===== src/rtl/layer_pkg.sv =====
// Shared constants and helpers for the time-multiplexed layer engine.
// Holds the layer geometry, number format, FSM state encodings, the
// saturating ReLU used on the accumulator, and the weight address map.
package layer_pkg;

  localparam int unsigned N_IN  = 15;
  localparam int unsigned N_OUT = 16;
  localparam int unsigned DW    = 16;
  localparam int unsigned FRAC  = 8;
  localparam int unsigned ACC_W = 40;
  localparam int unsigned AW    = $clog2(N_OUT * (N_IN + 1));
  // k runs 0..N_IN inclusive (N_IN selects the bias word)
  localparam int unsigned KW    = $clog2(N_IN + 1);
  localparam int unsigned NW    = $clog2(N_OUT);

  localparam logic [2:0] ST_IDLE = 3'd0;
  localparam logic [2:0] ST_LOAD = 3'd1;
  localparam logic [2:0] ST_MAC  = 3'd2;
  localparam logic [2:0] ST_OUT  = 3'd3;
  localparam logic [2:0] ST_DONE = 3'd4;

  // Clamp to the signed DW range, then zero out negatives.
  function automatic logic [DW-1:0] sat_relu(input logic signed [ACC_W-1:0] a);
    logic signed [ACC_W-1:0] max_v;
    max_v = {{(ACC_W-DW+1){1'b0}}, {(DW-1){1'b1}}};
    if (a[ACC_W-1])   return '0;
    else if (a > max_v) return {1'b0, {(DW-1){1'b1}}};
    else              return a[DW-1:0];
  endfunction

  // Weight memory layout: N_IN weights followed by one bias per neuron.
  function automatic logic [AW-1:0] w_addr_of(input logic [NW-1:0] n,
                                              input logic [KW-1:0] k);
    return AW'(n) * AW'(N_IN + 1) + AW'(k);
  endfunction

endpackage


===== src/rtl/layer_mac_scheduler_if.sv =====
// Stream and memory signals of the layer engine.
//   in_*  : activation stream (valid/ready), engine is the sink
//   w_*   : synchronous weight memory read port, data one cycle after w_en
//   out_* : result stream (valid/ready) with neuron index
// master = engine side, slave = environment side.
interface layer_mac_scheduler_if;
  import layer_pkg::*;

  logic          in_valid;
  logic          in_ready;
  logic [DW-1:0] in_data;

  logic          w_en;
  logic [AW-1:0] w_addr;
  logic [DW-1:0] w_data;

  logic          out_valid;
  logic          out_ready;
  logic [DW-1:0] out_data;
  logic [NW-1:0] out_idx;

  modport master (
    input  in_valid, in_data, w_data, out_ready,
    output in_ready, w_en, w_addr, out_valid, out_data, out_idx
  );

  modport slave (
    output in_valid, in_data, w_data, out_ready,
    input  in_ready, w_en, w_addr, out_valid, out_data, out_idx
  );

endinterface


===== src/rtl/mac_unit.sv =====
// Signed multiply-accumulate for fixed-point layer engines.
//   clear   : zero the accumulator (priority over en)
//   en      : add one term this cycle
//   is_bias : term is w itself instead of (act*w) >>> FRAC
//   act, w  : signed DW-bit operands in the shared Q format
//   acc_c   : accumulator value including this cycle's term
module mac_unit
  import layer_pkg::*;
(
  input  logic                    clk,
  input  logic                    reset,
  input  logic                    clear,
  input  logic                    en,
  input  logic                    is_bias,
  input  logic signed [DW-1:0]    act,
  input  logic signed [DW-1:0]    w,
  output logic signed [ACC_W-1:0] acc_c
);

  logic signed [ACC_W-1:0] acc_q, acc_d;
  logic signed [2*DW-1:0]  prod;
  logic signed [2*DW-1:0]  prod_sh;
  logic signed [ACC_W-1:0] term;

  // Full-width product, rescaled once; no truncation before accumulation.
  always_comb begin
    prod    = act * w;
    prod_sh = prod >>> FRAC;
    term    = is_bias ? ACC_W'(w) : ACC_W'(prod_sh);
    acc_d   = acc_q;
    if (clear)   acc_d = '0;
    else if (en) acc_d = acc_q + term;
  end

  assign acc_c = acc_d;

  always_ff @(posedge clk or negedge reset) begin
    if (!reset) acc_q <= '0;
    else        acc_q <= acc_d;
  end

endmodule


===== src/rtl/layer_mac_scheduler.sv =====
// Fully-connected ReLU layer computed on one shared MAC.
//   clk, reset (async, active low)
//   start : begin a pass (only honoured in IDLE)
//   busy  : high outside IDLE
//   done  : one-cycle pulse after the last result is accepted
//   bus   : activation in-stream, weight memory port, result out-stream
// Flow: LOAD N_IN activations, then per neuron issue N_IN+1 weight reads
// (last one is the bias), drain one cycle, present ReLU(sat(acc)) in OUT.
module layer_mac_scheduler
  import layer_pkg::*;
(
  input  logic clk,
  input  logic reset,
  input  logic start,
  output logic busy,
  output logic done,
  layer_mac_scheduler_if.master bus
);

  logic [2:0]    state_q, state_d;
  logic [KW-1:0] cnt_q, cnt_d;
  logic [NW-1:0] n_q, n_d;
  logic [KW-1:0] ik_q, ik_d;      // k of the read currently issued
  logic          rvalid_q, rvalid_d;
  logic [KW-1:0] rk_q, rk_d;      // k of the word on w_data
  logic          busy_q, busy_d;
  logic          done_q, done_d;
  logic          in_ready_q, in_ready_d;
  logic          w_en_q, w_en_d;
  logic [AW-1:0] w_addr_q, w_addr_d;
  logic          out_valid_q, out_valid_d;
  logic [DW-1:0] out_data_q, out_data_d;
  logic [NW-1:0] out_idx_q, out_idx_d;
  logic [DW-1:0] act_buf_q [N_IN];
  logic [DW-1:0] act_buf_d [N_IN];

  logic                    mac_clear;
  logic                    mac_bias;
  logic signed [DW-1:0]    act_sel;
  logic signed [DW-1:0]    w_s;
  logic signed [ACC_W-1:0] acc_c;

  assign w_s = $signed(bus.w_data);

  mac_unit u_mac (
    .clk     (clk),
    .reset   (reset),
    .clear   (mac_clear),
    .en      (rvalid_q),
    .is_bias (mac_bias),
    .act     (act_sel),
    .w       (w_s),
    .acc_c   (acc_c)
  );

  // Next-state, counters, buffer writes and registered outputs.
  always_comb begin
    state_d     = state_q;
    cnt_d       = cnt_q;
    n_d         = n_q;
    ik_d        = ik_q;
    act_buf_d   = act_buf_q;
    busy_d      = busy_q;
    done_d      = 1'b0;
    in_ready_d  = in_ready_q;
    w_en_d      = 1'b0;
    w_addr_d    = w_addr_q;
    out_valid_d = out_valid_q;
    out_data_d  = out_data_q;
    out_idx_d   = out_idx_q;
    mac_clear   = 1'b0;
    rvalid_d    = w_en_q;
    rk_d        = ik_q;
    mac_bias    = (rk_q == KW'(N_IN));
    act_sel     = '0;
    for (int i = 0; i < N_IN; i++) begin
      if (rk_q == KW'(i)) act_sel = $signed(act_buf_q[i]);
    end

    case (state_q)
      ST_IDLE: begin
        if (start) begin
          state_d    = ST_LOAD;
          cnt_d      = '0;
          busy_d     = 1'b1;
          in_ready_d = 1'b1;
        end
      end

      ST_LOAD: begin
        if (bus.in_valid && in_ready_q) begin
          for (int i = 0; i < N_IN; i++) begin
            if (cnt_q == KW'(i)) act_buf_d[i] = bus.in_data;
          end
          cnt_d = KW'(cnt_q + 1'b1);
          if (cnt_q == KW'(N_IN - 1)) begin
            state_d    = ST_MAC;
            in_ready_d = 1'b0;
            n_d        = '0;
            ik_d       = '0;
            w_en_d     = 1'b1;
            w_addr_d   = w_addr_of('0, '0);
            mac_clear  = 1'b1;
          end
        end
      end

      ST_MAC: begin
        // Keep issuing until the bias read has gone out.
        if (w_en_q && (ik_q != KW'(N_IN))) begin
          w_en_d   = 1'b1;
          ik_d     = KW'(ik_q + 1'b1);
          w_addr_d = w_addr_of(n_q, KW'(ik_q + 1'b1));
        end
        // Bias returning means this is the drain cycle; acc_c is final.
        if (rvalid_q && mac_bias) begin
          state_d     = ST_OUT;
          out_valid_d = 1'b1;
          out_data_d  = sat_relu(acc_c);
          out_idx_d   = n_q;
        end
      end

      ST_OUT: begin
        if (bus.out_ready) begin
          out_valid_d = 1'b0;
          if (n_q == NW'(N_OUT - 1)) begin
            state_d = ST_DONE;
            done_d  = 1'b1;
          end else begin
            state_d   = ST_MAC;
            n_d       = NW'(n_q + 1'b1);
            ik_d      = '0;
            w_en_d    = 1'b1;
            w_addr_d  = w_addr_of(NW'(n_q + 1'b1), '0);
            mac_clear = 1'b1;
          end
        end
      end

      ST_DONE: begin
        state_d = ST_IDLE;
        busy_d  = 1'b0;
      end

      default: begin
        state_d     = ST_IDLE;
        busy_d      = 1'b0;
        in_ready_d  = 1'b0;
        out_valid_d = 1'b0;
      end
    endcase
  end

  always_ff @(posedge clk or negedge reset) begin
    if (!reset) begin
      state_q     <= ST_IDLE;
      cnt_q       <= '0;
      n_q         <= '0;
      ik_q        <= '0;
      rvalid_q    <= 1'b0;
      rk_q        <= '0;
      busy_q      <= 1'b0;
      done_q      <= 1'b0;
      in_ready_q  <= 1'b0;
      w_en_q      <= 1'b0;
      w_addr_q    <= '0;
      out_valid_q <= 1'b0;
      out_data_q  <= '0;
      out_idx_q   <= '0;
      for (int i = 0; i < N_IN; i++) act_buf_q[i] <= '0;
    end else begin
      state_q     <= state_d;
      cnt_q       <= cnt_d;
      n_q         <= n_d;
      ik_q        <= ik_d;
      rvalid_q    <= rvalid_d;
      rk_q        <= rk_d;
      busy_q      <= busy_d;
      done_q      <= done_d;
      in_ready_q  <= in_ready_d;
      w_en_q      <= w_en_d;
      w_addr_q    <= w_addr_d;
      out_valid_q <= out_valid_d;
      out_data_q  <= out_data_d;
      out_idx_q   <= out_idx_d;
      act_buf_q   <= act_buf_d;
    end
  end

  assign busy          = busy_q;
  assign done          = done_q;
  assign bus.in_ready  = in_ready_q;
  assign bus.w_en      = w_en_q;
  assign bus.w_addr    = w_addr_q;
  assign bus.out_valid = out_valid_q;
  assign bus.out_data  = out_data_q;
  assign bus.out_idx   = out_idx_q;

endmodule

===== src/flat_wrapper.sv =====
// flat-port wrapper written by rule: the top's interface ports become plain ports
module layer_mac_scheduler_flat import layer_pkg::*;
  (clk, reset, start, busy, done, bus_in_valid, bus_in_data, bus_w_data, bus_out_ready, bus_in_ready, bus_w_en, bus_w_addr, bus_out_valid, bus_out_data, bus_out_idx);
  layer_mac_scheduler_if bus_i ();
  input  logic clk;
  input  logic reset;
  input  logic start;
  output logic busy;
  output logic done;
  input wire logic [$bits(bus_i.in_valid)-1:0] bus_in_valid;
  input wire logic [$bits(bus_i.in_data)-1:0] bus_in_data;
  input wire logic [$bits(bus_i.w_data)-1:0] bus_w_data;
  input wire logic [$bits(bus_i.out_ready)-1:0] bus_out_ready;
  output wire logic [$bits(bus_i.in_ready)-1:0] bus_in_ready;
  output wire logic [$bits(bus_i.w_en)-1:0] bus_w_en;
  output wire logic [$bits(bus_i.w_addr)-1:0] bus_w_addr;
  output wire logic [$bits(bus_i.out_valid)-1:0] bus_out_valid;
  output wire logic [$bits(bus_i.out_data)-1:0] bus_out_data;
  output wire logic [$bits(bus_i.out_idx)-1:0] bus_out_idx;
  assign bus_i.in_valid = bus_in_valid;
  assign bus_i.in_data = bus_in_data;
  assign bus_i.w_data = bus_w_data;
  assign bus_i.out_ready = bus_out_ready;
  assign bus_in_ready = bus_i.in_ready;
  assign bus_w_en = bus_i.w_en;
  assign bus_w_addr = bus_i.w_addr;
  assign bus_out_valid = bus_i.out_valid;
  assign bus_out_data = bus_i.out_data;
  assign bus_out_idx = bus_i.out_idx;
  layer_mac_scheduler u_core (.clk(clk), .reset(reset), .start(start), .busy(busy), .done(done), .bus(bus_i));
endmodule

===== config.mk =====
export PLATFORM = sky130hd
export DESIGN_NAME = layer_mac_scheduler_flat
export DESIGN_NICKNAME = d
export VERILOG_FILES = /design/src/rtl/layer_pkg.sv /design/src/rtl/layer_mac_scheduler_if.sv /design/src/rtl/mac_unit.sv /design/src/rtl/layer_mac_scheduler.sv /design/src/flat_wrapper.sv
export SDC_FILE = /design/constraint.sdc
export NUM_CORES = 1
export LEC_CHECK = 0
export CAP_MARGIN = 40
export CORE_ASPECT_RATIO = 0.9
export CORE_MARGIN = 2
export CORE_UTILIZATION = 50
export DETAILED_ROUTE_END_ITERATION = 8
export GPL_ROUTABILITY_DRIVEN = 0
export PLACE_DENSITY = 0.67
export SETUP_SLACK_MARGIN = 0.1
export SLEW_MARGIN = 40
export SYNTH_ARGS = -nofsm -noshare
export SYNTH_HDL_FRONTEND = slang
export SYNTH_HIERARCHICAL = 1
export SYNTH_SLANG_ARGS = --single-unit
export TNS_END_PERCENT = 30

===== constraint.sdc =====
create_clock -name clk -period 19.8 [get_ports clk]
set_input_delay 3.96 -clock clk [delete_from_list [all_inputs] [get_ports clk]]
set_output_delay 3.96 -clock clk [all_outputs]
set_load 0.05 [all_outputs]

Yosys cells after proc, flatten, opt, wreduce, memory -nomap -nowiden
Index checks and enable logic that the tools add are counted.
{"block": "totals", "ff_bits": 333, "latchBits": 0, "ramBits": 0, "romBits": 0, "output_inout_bits": 33, "mem_count": 0}
{"block": "classes", "n_addsub": 5, "n_mul": 1, "div_mod_pow": 0, "order_cmp": 1, "n_eq_ne": 42, "shifts": 0, "mux": 63, "n_bitwise": 3, "n_reduce_logical": 35}
{"operator": "$mux 16", "count": 17}
{"operator": "$mux 40", "count": 3}
{"operator": "$eq 4x4->1 const B", "count": 16}
{"operator": "$reduce_and 3->1", "count": 17}
{"operator": "$add 40x40->40", "count": 1}
{"operator": "$gt 40x16->1 const B", "count": 1}
{"operator": "$mux 8", "count": 5}
{"operator": "$mux 4", "count": 9}
{"operator": "$eq 4x3->1 const B", "count": 8}
{"operator": "$mul 16x16->32", "count": 1}
{"operator": "$pmux 8 s3", "count": 1}
{"operator": "$mux 3", "count": 6}
{"operator": "$eq 4x2->1 const B", "count": 4}
{"operator": "$pmux 4 s2", "count": 2}
{"operator": "$mux 1", "count": 13}
{"operator": "$add 4x1->4 const B", "count": 3}
{"operator": "$pmux 3 s4", "count": 1}
{"operator": "$pmux 4 s3", "count": 1}
{"operator": "$reduce_and 5->1", "count": 2}
{"operator": "$pmux 1 s3", "count": 3}
{"operator": "$reduce_or 3->1", "count": 3}
{"operator": "$add 8x4->8", "count": 1}
{"operator": "$eq 4x1->1 const B", "count": 2}
{"operator": "$logic_not 4->1", "count": 2}
{"operator": "other kinds (15)", "count": 28}

Depth between registers and ports, before layout
{"block": "logic_depth", "ltp_word": 24, "mapped_depth": 49, "ltp_nobuf": 42}

Hierarchy
Netlist, hierarchy kept.
{"mod": "layer_mac_scheduler", "instances": 1, "cells_per_inst": 1134, "area_per_inst_um2": 13960.9}
{"mod": "mac_unit", "instances": 1, "cells_per_inst": 1484, "area_per_inst_um2": 13232.7}

Least setup slack after synthesis
OpenSTA, ideal clock, no wires.
{"block": "synth_path", "path_type": "input -> register", "start": "in bus_w_data[7]", "end": "reg u_core.out_data_q[10] (netlist: u_core/bus.out_data[10])", "setup_time_ns": 0.135, "arrival_time_ns": 13.422, "slack_ns": 6.244, "stages": 41, "path_buffers": 5, "cell_sequence": "clkbuf_1 -> clkbuf_1 -> nand2_1 -> fa_1 -> inv_1 -> fa_1 -> inv_1 -> fa_1 -> inv_1 -> fa_1 -> fa_1 -> inv_1 -> fa_1 -> inv_1 -> ha_1 -> a211o_1 -> a41o_1 -> or3b_1 -> (+5 left out) -> ha_1 -> clkbuf_2 -> a211oi_1 -> o21bai_1 -> a2111oi_0 -> o31ai_1 -> a311oi_2 -> o21ai_1 -> a31oi_1 -> mux2i_1 -> mux2_1 -> clkbuf_1 -> nor4_1 -> and4_1 -> nand4_1 -> clkbuf_1 -> nor2_1 -> o31ai_1"}
{"block": "synth_between", "elab_chain_cells": 8}
{"element": "from (decl)", "line": "flat_wrapper.sv:12", "text": "input wire logic [$bits(bus_i.w_data)-1:0] bus_w_data;"}
{"element": "$mul 16x16->32", "line": "mac_unit.sv:27", "text": "prod = act * w;"}
{"element": "$mux 40 (*)", "line": "mac_unit.sv:29", "text": "term = is_bias ? ACC_W'(w) : ACC_W'(prod_sh);"}
{"element": "$add 40x40->40 (*)", "line": "mac_unit.sv:32", "text": "else if (en) acc_d = acc_q + term;"}
{"element": "$mux 40 (*)", "line": "mac_unit.sv:32"}
{"element": "$mux 40 (*)", "line": "mac_unit.sv:31", "text": "if (clear) acc_d = '0;"}
{"element": "net u_core.acc_c[39]", "line": "layer_mac_scheduler.sv:41", "text": "logic signed [ACC_W-1:0] acc_c;"}
{"element": "$gt 40x16->1", "line": "layer_pkg.sv:27", "text": "else if (a > max_v) return {1'b0, {(DW-1){1'b1}}};"}
{"element": "$mux 16", "line": "layer_pkg.sv:27"}
{"element": "$mux 16 (*)", "line": "layer_pkg.sv:26", "text": "if (a[ACC_W-1]) return '0;"}
{"element": "to (signal assigned)", "line": "layer_mac_scheduler.sv:185", "text": "out_data_q <= out_data_d;"}
{"element": "to (decl)", "line": "layer_mac_scheduler.sv:32", "text": "logic [DW-1:0] out_data_q, out_data_d;"}
The timed path passes the listed nets; every way through them passes the cells marked *.
A chain may end at the register's enable or synchronous reset.

Worst setup path after layout
{"block": "layout_path", "start": "in bus_w_data[1]", "end": "reg u_core.out_data_q[6] (netlist: u_core/bus.out_data[6])"}
The elaborated chain is that of the path after synthesis.

==> results.toml <==
[route]
wl_met3_um = 5050
route.detailed.drc = 0
ant_nets = 0
top_layer_used = "met5"
wirelength_um = 71600
vias = 19900
viasPerCell = 5.93
first_pass_iters = 6
drt_iter0_drc = 1536
met2WireLength_um = 33000
wl_met1_um = 31500
wire_per_inst_um = 21.4

[cells_and_area]
fillers = 4645
final_area_um2 = 29700
postLayoutCoreUtil = 0.550
final_common_cell = "dfrtp_1"
seq_area_um2 = 8310
area_growth_pct = 9.27
layout_common_cells = "330 x dfrtp_1, 304 x inv_1, 262 x fa_1"
drive_gt1_frac = 0.150
nets = 3044
multi_input_area_um2 = 17100

[placement]
place_area_um2 = 28500
io_buffers = 69
place.detailed.hpwl_um = 49600

[worst_setup_path]
slowest_stage = "fa_1"
rr_startpoint = "u_core/rk_q[0]$_DFF_PN0_"
r2r_slack_ns = 5.91
slowest_delay_ns = 0.78
end_kind = "flip-flop"
path_max_fanout = 17
crit_required_ns = 20.19
crit_type = "in -> reg"
timing.rr.end = "u_core/bus.out_data[6]$_DFFE_PN0P_"
crit_top_cell = "fa_1"
startpoint_type = "primary input"
arrival_ns = 15.69
r2r_cells = 43

[die]
fp.dieW_um = 250
initial_core_util = 0.503
io_pins = 70
rows = 81
fp.dieArea_um2 = 56300
fp.coreArea_um2 = 54000
die-height_um = 225

[logic_synthesis]
seq_area_frac_synth = 0.306
synth_area_leader_cell = "dfrtp_1"
async_flop_share = 1.00
synth_edf_count = 0
synth_ff_type = "dfrtp_1"
syn_inst = 2618
synth_area_leaders = "dfrtp_1 31%, fa_1 19%, mux2_2 9.6%, ha_1 5.8%, inv_1 4.2%"
yosysUniqueCellTypes = 89
yosysWarnings = 6
synth_nets = 3042
syn_area_um2 = 27200
syn_avg_cell_area_um2 = 10.4
synth_top_area_frac = 0.306
ys_ff_latch = 332

[grt]
grt_pass1_vias = 20500
grt_max_degree = 84
antenna_found_initial = 3
grt_use_total = 0.261
grt_overflow_total = 0
grt_pass1_wl_um = 115000

[cts]
clock_latency_ns = 0.54
clockBufferDepth = 3
cts_tree = "done"
cts_resized = 0
cts_hold_buffers = 0
numCtsBuffers = 36
htreeDepth = 2
clock-root-buffer = "clkbuf_16"
post_cts_buffers = 0
cts.clk_slew.worst_paths_ns = 0.06
clkSinkCount = 332

[sta]
hold_viol_final = 0
finalCritPeriodShare = 0.773
setup_violations = 0
fin_worst_skew_ns = 0.0224
fmax_mhz = 65.4
worst_slew_pin_slew_ns = 0.848
relSlewSlack = 0.434
rsz0062_at_grt = "false"
setup-tns-final_ns = 0
period_needed_ns = 15.30
finalMaxSlewViolations = 0

[min_path]
hold_depth = 0
hold_path_startpoint = "u_core/bus.w_en$_DFF_PN0_"
min_to = "u_core/rvalid_q$_DFF_PN0_"
hold_path.class = "reg -> reg"

[job]
max_cap_violations = 0

[outcome]
status = "completed"
==> flip-flops by register name (all words and copies together) (netlist names), 3 cells and up <==
signal and cells:
u_core/act_buf_q 240, u_core/bus.out_data 16, u_core/bus.out_idx 4, u_core/bus.w_addr 7, u_core/cnt_q 4, u_core/ik_q 4
u_core/n_q 4, u_core/rk_q 4, u_core/state_q 3, u_core/u_mac/acc_q 40
==> cell usage after synthesis (all sizes together), types with 19 or more instances <==
library cell	number
a211oi	19
mux2i	44
nor2	115
fa	262
xnor2	28
o21ai	97
clkbuf	94
xor2	30
inv	304
a31oi	19
a21o	24
dfrtp	332
nand3	33
a21oi	80
buf	48
ha	125
nor2b	24
mux2	253
and2	127
nand2	247
o31ai	32
nor3	33
o22ai	25
==> worst max-delay path by stage <==
stage	end	cells past startpoint	from
final	u_core/bus.out_data[6]$_DFFE_PN0P_	36	bus_w_data[1]
after global routing	u_core/bus.out_data[6]$_DFFE_PN0P_	36	bus_w_data[1]
after CTS	u_core/bus.out_data[6]$_DFFE_PN0P_	36	bus_w_data[1]
after detailed placement	u_core/bus.out_data[6]$_DFFE_PN0P_	36	bus_w_data[1]
after global placement	u_core/bus.out_data[14]$_DFFE_PN0P_	37	bus_w_data[7]
after floorplan	u_core/bus.out_data[10]$_DFFE_PN0P_	41	bus_w_data[7]
==> worst max-delay path, delay by kind of cell <==
kind | cells | cell delay, ns
xor gates and xnor gates | 1 | 0.17
AOI/OAI and AO/OA | 14 | 3.63
and+or+nand+nor | 7 | 2.13
buffers and inverters | 4 | 0.97
adders and majority gates | 8 | 4.02
muxes | 2 | 0.82
==> final cells by class <==
class | instances | share of cell area
multi-input cells | 1840 | 0.577
flip-flops and latches | 332 | 0.280
inverters | 304 | 0.0384
clock buffers | 49 | 0.0347
repair buffers | 106 | 0.0343
well taps | 705 | 0.0297
clock inverters | 12 | 0.00594
diodes | 2 | 0.000168
==> through the flow <==
step | hold WS, ns | std cells | worst slack [ns]
after global routing | 0.427 | 3350 | 3.55
after detailed placement | 0.393 | 3285 | 4.07
final | 0.410 | 3350 | 4.50
after CTS | 0.411 | 3346 | 4.57
after floorplan | 0.399 | 2618 | 6.24
after global placement | 0.392 | 3283 | 4.47
==> metal layers <==
layer,vias up,track usage
met2,695,0.415
li1,8830,-
met3,124,0.0380
met1,10200,0.371
met4,2,0.0799
met5,-,0
==> kinds of logic after synthesis <==
group | share of synthesized area
AOI/OAI and AO/OA | 0.0992
xor gates and xnor gates | 0.0187
adders and majority gates | 0.250
buffers and inverters | 0.0657
DFF | 0.306
muxes | 0.133
and+or+nand+nor | 0.127
Power is not shown: default switching activity piles up to over one toggle a cycle in this logic, so the estimate is an artifact.
